## src/rtl/dbg_pkg.sv

```systemverilog
// Shared debug-subsystem types: scheduler FSM encoding and the common debug word width.
package dbg_pkg;
  localparam int DBG_DW = 64;

  typedef enum logic [1:0] {
    IDLE      = 2'd0,
    ISSUE     = 2'd1,
    WAIT_ACK  = 2'd2,
    WAIT_DONE = 2'd3
  } dbg_state_e;
endpackage

```

## src/rtl/rr_pick.sv

```systemverilog
// Combinational round-robin picker: first valid index at or after ptr, wrapping modulo NREQ.
module rr_pick #(
  parameter  int NREQ = 4,
  localparam int IW   = (NREQ > 1) ? $clog2(NREQ) : 1
) (
  input  logic [NREQ-1:0] valid,
  input  logic [IW-1:0]   ptr,
  output logic            any,
  output logic [IW-1:0]   idx
);
  always_comb begin
    logic found;
    int   j;
    any   = |valid;
    idx   = '0;
    found = 1'b0;
    for (int k = 0; k < NREQ; k++) begin
      // explicit wrap keeps non-power-of-2 NREQ from producing out-of-range indices
      j = int'(ptr) + k;
      if (j >= NREQ) j = j - NREQ;
      if (!found && valid[j]) begin
        found = 1'b1;
        idx   = IW'(j);
      end
    end
  end
endmodule

```

## src/rtl/dbg_uart_sched.sv

```systemverilog
// Round-robin scheduler sharing one debug UART transmitter among NREQ requesters,
// pacing issue on tx_ready and tracking per-requester completions and ACK timeouts.
module dbg_uart_sched
  import dbg_pkg::*;
#(
  parameter  int NREQ   = 4,
  parameter  int DW     = DBG_DW,
  parameter  int ACK_TO = 16,
  parameter  int CW     = 16,
  localparam int IW     = (NREQ > 1) ? $clog2(NREQ) : 1,
  localparam int TW     = $clog2(ACK_TO + 1)
) (
  input  logic                 CLK,
  input  logic                 RST,
  input  logic [NREQ-1:0]      req_valid,
  input  logic [NREQ*DW-1:0]   req_data,
  output logic [NREQ-1:0]      req_ready,
  output logic                 tx_we,
  output logic [DW-1:0]        tx_data,
  input  logic                 tx_ready,
  output logic [IW-1:0]        grant_id,
  output logic                 busy,
  output logic [NREQ*CW-1:0]   sent_cnt,
  output logic [CW-1:0]        err_cnt
);
  dbg_state_e                state_q, state_d;
  logic [IW-1:0]             rr_q, rr_d, grant_q, grant_d, rr_next;
  logic [DW-1:0]             data_q, data_d;
  logic [NREQ-1:0]           rdy_q, rdy_d;
  logic [TW-1:0]             timer_q, timer_d;
  logic [NREQ-1:0][CW-1:0]   sent_q, sent_d;
  logic [CW-1:0]             err_q, err_d;
  logic                      pick_any;
  logic [IW-1:0]             pick_idx;

  rr_pick #(.NREQ(NREQ)) u_pick (
    .valid (req_valid),
    .ptr   (rr_q),
    .any   (pick_any),
    .idx   (pick_idx)
  );

  always_ff @(posedge CLK) begin
    if (RST) state_q <= IDLE;
    else     state_q <= state_d;
  end

  always_comb begin
    state_d = state_q;
    case (state_q)
      IDLE:      if (tx_ready && pick_any) state_d = ISSUE;
      ISSUE:     state_d = WAIT_ACK;
      WAIT_ACK:  if (!tx_ready) state_d = WAIT_DONE;
                 else if (timer_q == TW'(ACK_TO - 1)) state_d = IDLE;
      WAIT_DONE: if (tx_ready) state_d = IDLE;
      default:   state_d = IDLE;
    endcase
  end

  assign rr_next = (grant_q == IW'(NREQ - 1)) ? '0 : grant_q + 1'b1;

  // Datapath: grant capture in IDLE, ACK timer, and saturating counters on exit paths.
  always_comb begin
    rr_d    = rr_q;
    grant_d = grant_q;
    data_d  = data_q;
    rdy_d   = '0;
    timer_d = timer_q;
    sent_d  = sent_q;
    err_d   = err_q;
    case (state_q)
      IDLE: if (tx_ready && pick_any) begin
        grant_d         = pick_idx;
        data_d          = req_data[pick_idx*DW +: DW];
        rdy_d[pick_idx] = 1'b1;
      end
      ISSUE: timer_d = '0;
      WAIT_ACK: begin
        timer_d = timer_q + 1'b1;
        if (tx_ready && timer_q == TW'(ACK_TO - 1)) begin
          err_d = (err_q == '1) ? err_q : err_q + 1'b1;
          rr_d  = rr_next;
        end
      end
      WAIT_DONE: if (tx_ready) begin
        sent_d[grant_q] = (sent_q[grant_q] == '1) ? sent_q[grant_q] : sent_q[grant_q] + 1'b1;
        rr_d            = rr_next;
      end
      default: ;
    endcase
  end

  always_ff @(posedge CLK) begin
    if (RST) begin
      rr_q    <= '0;
      grant_q <= '0;
      data_q  <= '0;
      rdy_q   <= '0;
      timer_q <= '0;
      sent_q  <= '0;
      err_q   <= '0;
    end else begin
      rr_q    <= rr_d;
      grant_q <= grant_d;
      data_q  <= data_d;
      rdy_q   <= rdy_d;
      timer_q <= timer_d;
      sent_q  <= sent_d;
      err_q   <= err_d;
    end
  end

  always_comb begin
    tx_we     = (state_q == ISSUE);
    busy      = (state_q != IDLE);
    req_ready = rdy_q;
    tx_data   = data_q;
    grant_id  = grant_q;
    sent_cnt  = sent_q;
    err_cnt   = err_q;
  end
endmodule

```

## config.mk

```make
export PLATFORM = sky130hd
export DESIGN_NAME = dbg_uart_sched
export DESIGN_NICKNAME = d
export VERILOG_FILES = /design/src/rtl/dbg_pkg.sv /design/src/rtl/rr_pick.sv /design/src/rtl/dbg_uart_sched.sv
export SDC_FILE = /design/constraint.sdc
export NUM_CORES = 1
export LEC_CHECK = 0
export ABC_AREA = 1
export CAP_MARGIN = 5
export CORE_AREA = 4 4 158 160
export CTS_BUF_LIST = sky130_fd_sc_hd__clkbuf_8 sky130_fd_sc_hd__clkbuf_16
export DETAILED_ROUTE_END_ITERATION = 8
export DIE_AREA = 0 0 162 164
export DONT_BUFFER_PORTS = 1
export GPL_TIMING_DRIVEN = 0
export PLACE_DENSITY = 0.68
export SYNTH_ARGS = -nofsm -noshare
export SYNTH_HDL_FRONTEND = slang
export SYNTH_SLANG_ARGS = --single-unit
```

## constraint.sdc

```tcl
create_clock -name CLK -period 6 [get_ports CLK]
set_clock_uncertainty 0.1 [all_clocks]
set_input_delay 0.6 -clock CLK [delete_from_list [all_inputs] [get_ports CLK]]
set_output_delay 0.6 -clock CLK [all_outputs]
set_load 0.05 [all_outputs]
```

# Yosys cells after proc, flatten, opt, wreduce, memory -nomap -nowiden
# Cells that the tools add are included.
# classes
n_reduce_logical	21
muxes	41
eq_ne	11
n_addsub	11
bitwise_logic	3
n_shift	1
n_lt_le_gt_ge	12
# ops
op	count
256-bit by 9-bit variable part select with 64-bit output	1
32-bit by 4-bit < comparator with 1-bit output (second input constant)	4
32-bit 2-to-1 mux	4
32-bit by 4-bit greater-or-equal comparator with 1-bit output (second input constant)	3
32-bit by 4-bit subtractor with 32-bit output (second input constant)	3
64-bit bitwise mux	1
16-bit 2-to-1 mux	3
16-bit by 1-bit adder with 16-bit output (second input constant)	2
16-bit binary-select mux with 2-bit select	1
16-bit demux with 2-bit select	1
16-bit == test (second input constant)	2
2-bit 2-to-1 mux	11
1-bit 2-to-1 mux	12
5-bit case mux with 2 select lines	1
3-bit AND reduction	3
1-bit binary-select mux with 2-bit select	4
2-bit case mux with 4 select lines	1
1-bit logical AND	7
2-bit by 2-bit adder with 3-bit output (second input constant)	2
2-bit == test (second input constant)	3
2-bit by 3-bit < comparator with 1-bit output (second input constant)	2
2-bit inequality test (second input constant)	3
2-bit nonzero test	3
5-bit by 1-bit adder with 5-bit output (second input constant)	1
other kinds (16)	22
# word_totals
register_bits	159
elab_cells	111
in_bits	263
out_inout_bits	152

# Depth between registers and ports, before layout
# Gate-level depths: netlist (run 1).
# depth
word_depth	19
depth_mapped	20
mapped_depth_nobuf	16

# By module
# From an unflattened synthesis (run 1), not the netlist that was laid out.
# unflattened
cells_unflattened	1289
area_unflattened_um2	9116.2
# by_module_without_submodules
module	area_per_inst_um2	seq_area_each_um2	cells_each	n_inst
dbg_uart_sched	8847.2	3183.1	1236	1
rr_pick	269.0	0.0	53	1

# Least setup slack after synthesis (run 1)
# No wires, ideal clock.
# synth_timing
kind	flip-flop to flip-flop
from	register grant_q[1], in the netlist grant_id[1]
to	register sent_q (netlist bit sent_cnt[33])
arrival_ps	2652
path_buffers	3
t_required_ps	5783
path_stages_with_launch	16
synth_period_minus_slack_ps	2869
path_slack_ps	3131
setup_ps	117
path_cell_list	dfxtp_1 > buf_2 > inv_1 > buf_2 > a21oi_1 > o21ai_0 > nand2_1 > ha_1 > nand2_1 > nor2_1 > nand2_1 > buf_2 > nand2_1 > nand3_1 > o211ai_1 > inv_1
# synth_between
elab_chain_cells	5
word_cells_on_any_way	11
classes_between	add/sub (1); order compare (2); eq/ne (1); mux (6); reduce/logical (1)
# synth_rtl
item	line_no	source
start: declaration	dbg_uart_sched.sv:27	logic [IW-1:0] rr_q, rr_d, grant_q, grant_d, rr_next;
start signal: assignment	dbg_uart_sched.sv:104	grant_q <= grant_d;
16-bit binary-select mux with 2-bit select (tied with other cells)	dbg_uart_sched.sv:86	sent_d[grant_q] = (sent_q[grant_q] == '1) ? sent_q[grant_q] : sent_q[grant_q] + 1'b1;
16-bit 2-to-1 mux (implied by the code) / 1-bit logical AND (equally long branches)	dbg_uart_sched.sv:86	
16-bit by 1-bit adder with 16-bit output (tied with other cells)	dbg_uart_sched.sv:86	
16-bit 2-to-1 mux / 16-bit demux with 2-bit select (equally long branches)	dbg_uart_sched.sv:86	
64-bit bitwise mux *	dbg_uart_sched.sv:86	
end signal: assignment	dbg_uart_sched.sv:108	sent_q <= sent_d;
end: declaration	dbg_uart_sched.sv:31	logic [NREQ-1:0][CW-1:0] sent_q, sent_d;
# Mark *: on every way between the ends. The rest lies on a longest branch, timed or not. The select of a mux whose other input is x is not followed.
# A chain may end at the register's enable or synchronous reset.

# Final worst setup path (run 1)
# layout_timing
from	register grant_q[1], in the netlist grant_id[1]
to	register sent_q (netlist bit sent_cnt[28])
# The elaborated chain is that of the path after synthesis.

==> results.json, run 1 <==
{
  "place_hpwl_um": 32100,
  "io_pins": 415,
  "cts_setup_buffers": 0,
  "crit_required_ns": 6.18,
  "critical_path.endpoint_type": "flip-flop",
  "fp.dieArea_mm2": 0.0266,
  "stdcell_area_mm2": 0.0108,
  "synth_area_mm2": 0.00980,
  "synth_xor_area_frac": 0.00357,
  "rsz0062_at_grt": "false",
  "htree_levels": 4,
  "drt-total-wl_um": 41200,
  "reg2reg_from": "grant_id[1]$_SDFFE_PP0P_",
  "die_x_um": 162,
  "drive_gt1_frac": 0.0578,
  "status": "completed",
  "place_congestion": 0.971,
  "min_period_ns": 3.83,
  "arrival_ns": 4.01,
  "synth-main-ff-cell": "dfxtp_1",
  "critPathKind": "flip-flop to flip-flop",
  "grt_max_degree": 17,
  "max_cap_violations": 0,
  "synth.avg_cell_area_um2": 6.15,
  "slew_viol_final": 0,
  "pwr-share-seq": 0.341,
  "synth_top_area_share": 0.325,
  "num_vias": 10900,
  "r2r.worst_path.cells": 12,
  "ys_seq_elements": 159,
  "clk_pin_slew_ns": 0.06,
  "power_switching_mw": 3.32,
  "ys_warn_count": 0,
  "async_flop_share": 0,
  "synth_top_cell_by_area": "dfxtp_1",
  "hold_path_startpoint": "req_data[167]",
  "timing.fmax_ghz": 0.261,
  "relSlewSlack": 0.510,
  "peakVddDrop_mv": 0.262,
  "die_h_um": 164,
  "grt_pass1_wl_um": 61200,
  "layout_common_cells": "nand2_1 (473), nand3_1 (305), dfxtp_1 (159)",
  "nFillCells": 2526,
  "num-nets-final": 1889,
  "leakagePower_nw": 5.00,
  "syn_inst": 1594,
  "coreArea_mm2": 0.0234,
  "cts_made_buffers": 17,
  "wire_per_inst_um": 21.2,
  "setup_tns_ns": 0,
  "min_to": "tx_data[39]$_SDFFE_PP0P_",
  "placed_cell_area_mm2": 0.0102,
  "yosysSeqAreaShare": 0.325,
  "area_growth_pct": 9.80,
  "port-buffer-count": 0,
  "synth_area_leaders": "dfxtp_1 (32%), nand2_1 (18%), nand3_1 (16%)",
  "cts_buffer_depth": 2,
  "firstDrtPassIters": 6,
  "synth_compound_area_frac": 0.126,
  "dr.first_iter.drc_count": 968,
  "insertedDiodeCount": 0,
  "critPathMaxFanout": 11,
  "synth_fp_nets": 1870,
  "combPwrFrac": 0.484,
  "synth.distinct_cells": 37,
  "synth_edf_count": 0,
  "muxShareOfSynthArea": 0,
  "grt_overflow": 0,
  "worstMarginPinSlew_ns": 0.735,
  "drc": 0,
  "report.final.hold_viol_count": 0,
  "cts_resized": 0,
  "viasPerCell": 5.60,
  "regToRegEndpoint": "sent_cnt[28]$_SDFFE_PP0P_",
  "postCtsHoldBufs": 0,
  "synth_top_family_by_area": "simple AND/OR/NAND/NOR gates",
  "antenna_found_initial": 0,
  "synth_fa_ha_area_frac": 0.0166,
  "fin_crit_sh": 0.638,
  "antenna_left": 0,
  "grt_pass1_vias": 10100,
  "start_util": 0.419,
  "final_common_cell": "nand2_1",
  "cts_root_buf": "clkbuf_16",
  "hold_depth": 4,
  "powerDensity_mw_per_mm2": 562,
  "synthSimpleGateAreaFrac": 0.423,
  "power_frac_clock": 0.175,
  "row_count": 56,
  "swShare": 0.550,
  "clock_latency_ns": 0.43,
  "p_int_mw": 2.72,
  "min_path_type": "input port to flip-flop",
  "reg2reg_slack_ns": 2.17,
  "setup_viol": 0,
  "tritoncts": "built",
  "setup.worst_path.start_class": "flip-flop",
  "clock_sinks": 159,
  "grt_use_total": 0.297
}
[power by group through the flow]
stage	sequential [mW]	combinational, mW	clock (mW)
3_3_place_gp	2.08	2.84	0
6_report	2.06	2.93	1.06
5_1_grt	2.07	3.27	1.12
3_5_place_dp	2.08	2.88	0
2_1_floorplan	1.98	2.07	0
4_1_cts	2.06	2.90	1.07
[logic make-up (layout without fill, tap and decap cells)]
family,after synthesis,after routing
fa+ha+maj,13,13
buf+inv,242,273
flops,159,159
compound gates,208,208
simple gates,968,968
xor+xnor,4,4
[routing by layer]
layer / GRT usage / routed length [um]
met1: 0.376 / 16400
met2: 0.494 / 19600
met3: 0.0788 / 3940
met4: 0.0942 / 1290
met5: 0 / 0
[synth_stat cells, drive strengths merged (18+ instances only)]
| master | number |
|---|---|
| nand2 | 477 |
| dfxtp | 159 |
| o21a | 35 |
| o21ai | 101 |
| a21oi | 30 |
| o21bai | 20 |
| buf | 49 |
| nand3 | 306 |
| nor2 | 148 |
| nor3 | 18 |
| inv | 136 |
| clkbuf | 56 |
[sequential cells by signal, indices dropped and copies added (netlist names)]
register   flops
sent_cnt      64
tx_data       64
err_cnt       16
timer_q        5
req_ready      4
grant_id       2
rr_q           2
state_q        2
[critical path, cell delays in order (launching register included)]
cell	delay [ns]
dfxtp_1	0.73
buf_2	0.40
inv_1	0.22
buf_2	0.28
a21oi_1	0.14
o21ai_0	0.09
nand2_1	0.22
ha_1	0.29
nand2_1	0.12
nor2_1	0.30
nand3_1	0.17
o21ai_0	0.49
a21oi_1	0.14
[area by class of cell]
| type | instances | area (um2) | area share |
|---|---|---|---|
| buffer | 105 | 523 | 0.0486 |
| multi-input combinational | 1193 | 5580 | 0.519 |
| clock buffer | 19 | 453 | 0.0421 |
| tap | 319 | 399 | 0.0371 |
| inverter | 137 | 514 | 0.0478 |
| clock inverter | 12 | 109 | 0.0101 |
| sequential | 159 | 3180 | 0.296 |
[how the worst max path moves through the flow]
stage                                   from  depth (start not counted)                        end
global placement    grant_id[1]$_SDFFE_PP0P_                         12  sent_cnt[60]$_SDFFE_PP0P_
detailed placement  grant_id[1]$_SDFFE_PP0P_                         15  sent_cnt[17]$_SDFFE_PP0P_
floorplan           grant_id[1]$_SDFFE_PP0P_                         15  sent_cnt[33]$_SDFFE_PP0P_
finish              grant_id[1]$_SDFFE_PP0P_                         12  sent_cnt[28]$_SDFFE_PP0P_
global route        grant_id[1]$_SDFFE_PP0P_                         12  sent_cnt[60]$_SDFFE_PP0P_
CTS                 grant_id[1]$_SDFFE_PP0P_                         15  sent_cnt[17]$_SDFFE_PP0P_
[through the flow]
stage / cells / power, mW / hold WS [ns] / worst slack [ns] / util
floorplan: 1594 / 4.05 / 0.356 / 3.13 / -
global placement: 1913 / 4.92 / 0.366 / 2.26 / 0.436
detailed placement: 1913 / 4.96 / 0.383 / 2.26 / 0.436
CTS: 1944 / 6.03 / 0.281 / 2.25 / 0.460
global route: 1944 / 6.45 / 0.290 / 1.91 / 0.460
finish: 1944 / 6.05 / 0.292 / 2.17 / 0.460
Note: power is estimated with default switching activity, not from simulation.
==> run 2: changes to the inputs <==
- PLACE_DENSITY: 0.68 -> 0.7
- clock period: 6 -> 3.2 ns (I/O delays scaled with it)
==> results.json, run 2 (synthesized netlist as in run 1, its figures left out) <==
{
  "status": "completed",
  "drive_gt1_frac": 0.0663,
  "num-nets-final": 1894,
  "dr.first_iter.drc_count": 1044,
  "peakVddDrop_mv": 0.460,
  "cts_root_buf": "clkbuf_16",
  "setup_tns_ns": 0,
  "final_cells": 1949,
  "rsz0062_at_grt": "true",
  "final_common_cell": "nand2_1",
  "slew_viol_final": 0,
  "critPathLaunch": "grant_id[1]$_SDFFE_PP0P_",
  "cts_made_buffers": 17,
  "antenna_left": 0,
  "report.final.hold_viol_count": 0,
  "area_growth_pct": 10.7,
  "cp_top_family": "buffers and inverters",
  "leakagePower_nw": 5.04,
  "cts_buffer_depth": 2,
  "wire_per_inst_um": 20.3,
  "layout_common_cells": "nand2_1 (472), nand3_1 (305), dfxtp_1 (157)",
  "min_period_ns": 3.00,
  "nFillCells": 2511,
  "reg2reg_from": "grant_id[1]$_SDFFE_PP0P_",
  "crit_required_ns": 3.42,
  "start_util": 0.419,
  "timing.fmax_ghz": 0.333,
  "grt_overflow": 0,
  "row_count": 56,
  "dp.cells": 1913,
  "path_common_cell": "nand2_1",
  "critPathKind": "flip-flop to flip-flop",
  "arrival_ns": 3.23,
  "firstDrtPassIters": 6,
  "fp.dieArea_mm2": 0.0266,
  "htree_levels": 4,
  "grt_use_total": 0.287,
  "die_h_um": 164,
  "path_buf_inv": 5,
  "tritoncts": "built",
  "setup.worst_path.start_class": "flip-flop",
  "critPathMaxFanout": 11,
  "reg2reg_slack_ns": 0.20,
  "clk_pin_slew_ns": 0.06,
  "setup_viol": 0,
  "min_path_type": "input port to flip-flop",
  "port-buffer-count": 0,
  "max_cap_violations": 0,
  "cp-endpoint": "sent_cnt[49]$_SDFFE_PP0P_",
  "die_x_um": 162,
  "grt_pass1_wl_um": 59200,
  "grt_max_degree": 17,
  "cp_slowest_cell": "dfxtp_4",
  "powerDensity_mw_per_mm2": 1040,
  "insertedDiodeCount": 0,
  "place_congestion": 1.00,
  "fin_crit_sh": 0.939,
  "num_vias": 11000,
  "r2r.worst_path.cells": 15,
  "drt-total-wl_um": 39600,
  "clock_sinks": 159,
  "coreArea_mm2": 0.0234,
  "slowest_delay_ns": 0.48,
  "path_depth": 15,
  "relSlewSlack": 0.508,
  "clock_latency_ns": 0.44,
  "place_hpwl_um": 31100,
  "regToRegEndpoint": "sent_cnt[49]$_SDFFE_PP0P_",
  "antenna_found_initial": 0,
  "critical_path.endpoint_type": "flip-flop",
  "io_pins": 415,
  "cp_cell_sequence": "buf_6, clkinvlp_4, buf_4, a21oi_1, o21ai_0, nand2_2, ha_2, nand2_1, nor2_4, nand2_1, buf_2, nand2_1, nand3_1, o211ai_1, inv_1",
  "grt_pass1_vias": 10200,
  "viasPerCell": 5.63,
  "worstMarginPinSlew_ns": 0.737,
  "drc": 0
}
[run 2: changes by cell type in the layout (fill, tap and decap cells not counted), moves of 3 or more]
| cell | before | now |
|---|---|---|
| buf_2 | 28 | 25 |
| clkbuf_2 | 0 | 3 |
| inv_1 | 132 | 129 |
| buf_4 | 7 | 10 |
| dlygate4sd3_1 | 0 | 3 |
[run 2: timing repair]
action                                 4_1_cts  5_1_grt
hold buffers                                 3        0
buffers inserted                             0        2
resized for setup                            6       15
setup endpoints to repair                   64       71
endpoints found under the hold margin        3        0
[run 2: worst reg2reg max path, stage by stage (launching register included)]
cell and delay [ns]:
dfxtp_4 0.48, buf_6 0.21, clkinvlp_4 0.18, buf_4 0.24, a21oi_1 0.11, o21ai_0 0.11
nand2_2 0.17, ha_2 0.25, nand2_1 0.13, nor2_4 0.20, nand2_1 0.10, buf_2 0.21
nand2_1 0.16, nand3_1 0.09, o211ai_1 0.11, inv_1 0.06
[run 2: worst min-delay path by stage]
stage / from / endpoint / slack [ns] / cells after the start
2_1_floorplan: timer_q[4]$_SDFFE_PP0P_ / timer_q[4]$_SDFFE_PP0P_ / 0.36 / 2
5_1_grt: req_data[15] / tx_data[15]$_SDFFE_PP0P_ / 0.02 / 4
6_report: req_data[190] / tx_data[62]$_SDFFE_PP0P_ / 0.005 / 4
4_1_cts: req_data[190] / tx_data[62]$_SDFFE_PP0P_ / 0.002 / 4
3_5_place_dp: timer_q[4]$_SDFFE_PP0P_ / timer_q[4]$_SDFFE_PP0P_ / 0.39 / 2
3_3_place_gp: timer_q[4]$_SDFFE_PP0P_ / timer_q[4]$_SDFFE_PP0P_ / 0.37 / 2
[run 2: power breakdown]
group | switching, mW | total [mW] | internal, mW
clock network | 0.915 | 2.02 | 1.11
logic | 3.73 | 5.41 | 1.69
registers | 1.51 | 3.85 | 2.34
[run 2: through the flow]
stage                     power, mW  hold slack (ns)   util  cell area (um2)  setup WS [ns]
after detailed placement       9.21            0.386  0.436            10200         -0.562
after global placement         9.16            0.366  0.436            10200         -0.568
after floorplan                7.59            0.356      -             9800          0.331
final                          11.3          0.00475  0.464            10900          0.196
after global routing           12.1           0.0154  0.464            10900        -0.0211
after CTS                      11.2          0.00161  0.462            10800        0.00546
[run 2: metal layers]
metal | GRT usage | vias up | part of all wire
li1 | - | 5235 | -
met4 | 0.106 | 0 | 0.040
met3 | 0.0740 | 99 | 0.096
met2 | 0.475 | 597 | 0.47
met1 | 0.361 | 5040 | 0.39
met5 | 0 | - | 0
[run 2: final cells by class]
type | instances | area [um2] | share of cell area
Multi-Input combinational cell | 1193 | 5600 | 0.516
Sequential cell | 159 | 3190 | 0.294
Buffer | 105 | 538 | 0.0496
Inverter | 137 | 518 | 0.0477
Clock buffer | 18 | 439 | 0.0405
Tap cell | 319 | 399 | 0.0368
Clock inverter | 13 | 128 | 0.0118
Timing Repair Buffer | 5 | 45.0 | 0.00415
==> run 3: changes to the inputs <==
- ABC_AREA: 1 -> not set
- CORE_AREA: 4 4 158 160 -> 4 4 159 161
- DIE_AREA: 0 0 162 164 -> 0 0 163 165
==> results.json, run 3 <==
{
  "synth.avg_cell_area_um2": 7.87,
  "num-nets-final": 1562,
  "tritoncts": "built",
  "timing.hold.ws_ns": 0.0309,
  "worstMarginPinSlew_ns": 0.982,
  "grt_pass1_wl_um": 60100,
  "power_frac_clock": 0.412,
  "min_to": "tx_data[56]$_SDFFE_PP0P_",
  "finalCoreUtilization": 0.461,
  "place_congestion": 0.974,
  "fp.dieArea_mm2": 0.0269,
  "drt-total-wl_um": 41300,
  "port-buffer-count": 0,
  "clock_sinks": 159,
  "firstDrtPassIters": 7,
  "pwr-share-seq": 0.463,
  "place_hpwl_um": 33000,
  "viasPerCell": 6.38,
  "reg2reg_slack_ns": 0.14,
  "antenna_left": 0,
  "grt_max_degree": 20,
  "postCtsHoldBufs": 0,
  "synth_edf_count": 0,
  "setup_viol": 0,
  "netlist_top_cells_count": "a211oi_1 (275), dfxtp_1 (159), inv_1 (141)",
  "layout_setup_ws_ns": 0.144,
  "die_h_um": 165,
  "ys_warn_count": 0,
  "hold_path_startpoint": "req_data[56]",
  "min_path_type": "input port to flip-flop",
  "status": "completed",
  "async_flop_share": 0,
  "critPathLaunch": "grant_id[1]$_SDFFE_PP0P_",
  "max_cap_violations": 0,
  "layout_common_cells": "a211oi_1 (275), dfxtp_1 (157), inv_1 (141)",
  "cts_made_buffers": 17,
  "synth_top_area_share": 0.319,
  "synthMostInstantiatedCell": "a211oi_1",
  "powerDensity_mw_per_mm2": 496,
  "r2r.worst_path.cells": 9,
  "report.final.hold_viol_count": 0,
  "relSlewSlack": 0.340,
  "ys_seq_elements": 159,
  "peakVddDrop_mv": 0.330,
  "arrival_ns": 3.27,
  "antenna_found_initial": 3,
  "leakagePower_nw": 3.87,
  "area_growth_pct": 10.7,
  "grt_pass1_vias": 9789,
  "coreArea_mm2": 0.0240,
  "final_common_cell": "a211oi_1",
  "pre_cts_slack_ns": -0.528,
  "synth_area_mm2": 0.00999,
  "io_pins": 415,
  "clk_pin_slew_ns": 0.08,
  "synth_top_cell_by_area": "dfxtp_1",
  "cts_root_buf": "clkbuf_16",
  "regToRegEndpoint": "sent_cnt[41]$_SDFFE_PP0P_",
  "grt_use_total": 0.290,
  "yosysSeqAreaShare": 0.319,
  "drive_gt1_frac": 0.0539,
  "reg2reg_from": "grant_id[1]$_SDFFE_PP0P_",
  "setup_tns_ns": 0,
  "timing.fmax_ghz": 0.327,
  "syn_inst": 1269,
  "regArea_mm2": 0.00319,
  "critPathMaxFanout": 10,
  "multi_input_comb_area_mm2": 0.00577,
  "drc": 0,
  "slew_viol_final": 0,
  "stdcell_area_mm2": 0.0111,
  "num_vias": 10400,
  "critical_path.endpoint_type": "flip-flop",
  "critPathKind": "flip-flop to flip-flop",
  "setup.worst_path.start_class": "flip-flop",
  "synth_fp_nets": 1545,
  "htree_levels": 4,
  "hold_depth": 2,
  "dp.cells": 1593,
  "p_int_mw": 3.58,
  "swShare": 0.347,
  "synth.distinct_cells": 51,
  "wire_per_inst_um": 25.4,
  "final_cells": 1625,
  "rsz0062_at_grt": "false",
  "row_count": 57,
  "combPwrFrac": 0.125,
  "synth-main-ff-cell": "dfxtp_1",
  "dr.first_iter.drc_count": 918,
  "fin_crit_sh": 0.955,
  "start_util": 0.417,
  "total_power_mw": 5.48,
  "min_period_ns": 3.06,
  "power_switching_mw": 1.90,
  "placed_cell_area_mm2": 0.0104,
  "clock_latency_ns": 0.43,
  "nFillCells": 2457,
  "synth_area_leaders": "dfxtp_1 (32%), a211oi_1 (21%), o31ai_1 (6.1%)",
  "crit_required_ns": 3.42,
  "grt_overflow": 0,
  "die_x_um": 163,
  "cts_buffer_depth": 2
}
run 3: cell type report:
| cell class | instances | share of cell area |
|---|---|---|
| antenna | 2 | 0.000453 |
| clock inverter | 14 | 0.0175 |
| tap | 324 | 0.0367 |
| inverter | 141 | 0.0479 |
| buffer | 128 | 0.0463 |
| sequential | 159 | 0.289 |
| timing repair buffer | 1 | 0.000679 |
| multi-input combinational | 838 | 0.522 |
| clock buffer | 18 | 0.0397 |
run 3: layer usage:
layer  vias to the layer above  track usage  routed length, um
met5                         -            0                  7
met4                         2       0.0896               1120
met3                        93       0.0936               4150
met2                       552        0.467              19500
met1                      4915        0.372              16500
li1                       4802            -                  -
run 3: power by group through the flow:
stage	Clock [mW]	Combinational, mW	Sequential [mW]
2_1_floorplan	0	0.494	2.51
3_3_place_gp	0	0.662	2.59
3_5_place_dp	0	0.674	2.59
4_1_cts	2.29	0.674	2.54
5_1_grt	2.35	0.752	2.55
6_report	2.26	0.684	2.54
run 3: worst max-delay path by stage:
stage	endpoint	slack (ns)	cells past startpoint
finish	sent_cnt[41]$_SDFFE_PP0P_	0.14	9
global route	err_cnt[2]$_SDFFE_PP0P_	0.04	8
CTS	sent_cnt[41]$_SDFFE_PP0P_	0.07	9
detailed placement	sent_cnt[39]$_SDFFE_PP0P_	-0.53	10
global placement	sent_cnt[9]$_SDFFE_PP0P_	-0.49	11
floorplan	sent_cnt[41]$_SDFFE_PP0P_	0.14	11
run 3: logic make-up after synthesis:
kind of cell / after synthesis / share of synthesized area
mux: 23 / 0.0437
flops: 159 / 0.319
compound gates: 492 / 0.360
fa+ha+maj: 13 / 0.0163
simple gates: 310 / 0.156
buf+inv: 272 / 0.105
run 3: timing repair:
| item | in CTS | in global routing |
|---|---|---|
| gates resized for setup | 6 | 3 |
| setup endpoints to repair | 45 | 35 |
| setup buffers | 0 | 1 |
| pin swaps | 0 | 1 |
| hold endpoints to repair | 0 | 0 |
run 3: critical path, stage by stage (launching register included):
cell,delay [ns]
dfxtp_4,0.48
buf_6,0.22
buf_6,0.22
mux4_2,0.34
ha_4,0.21
inv_1,0.14
or4_1,0.60
buf_2,0.20
a211o_1,0.27
and3_1,0.15
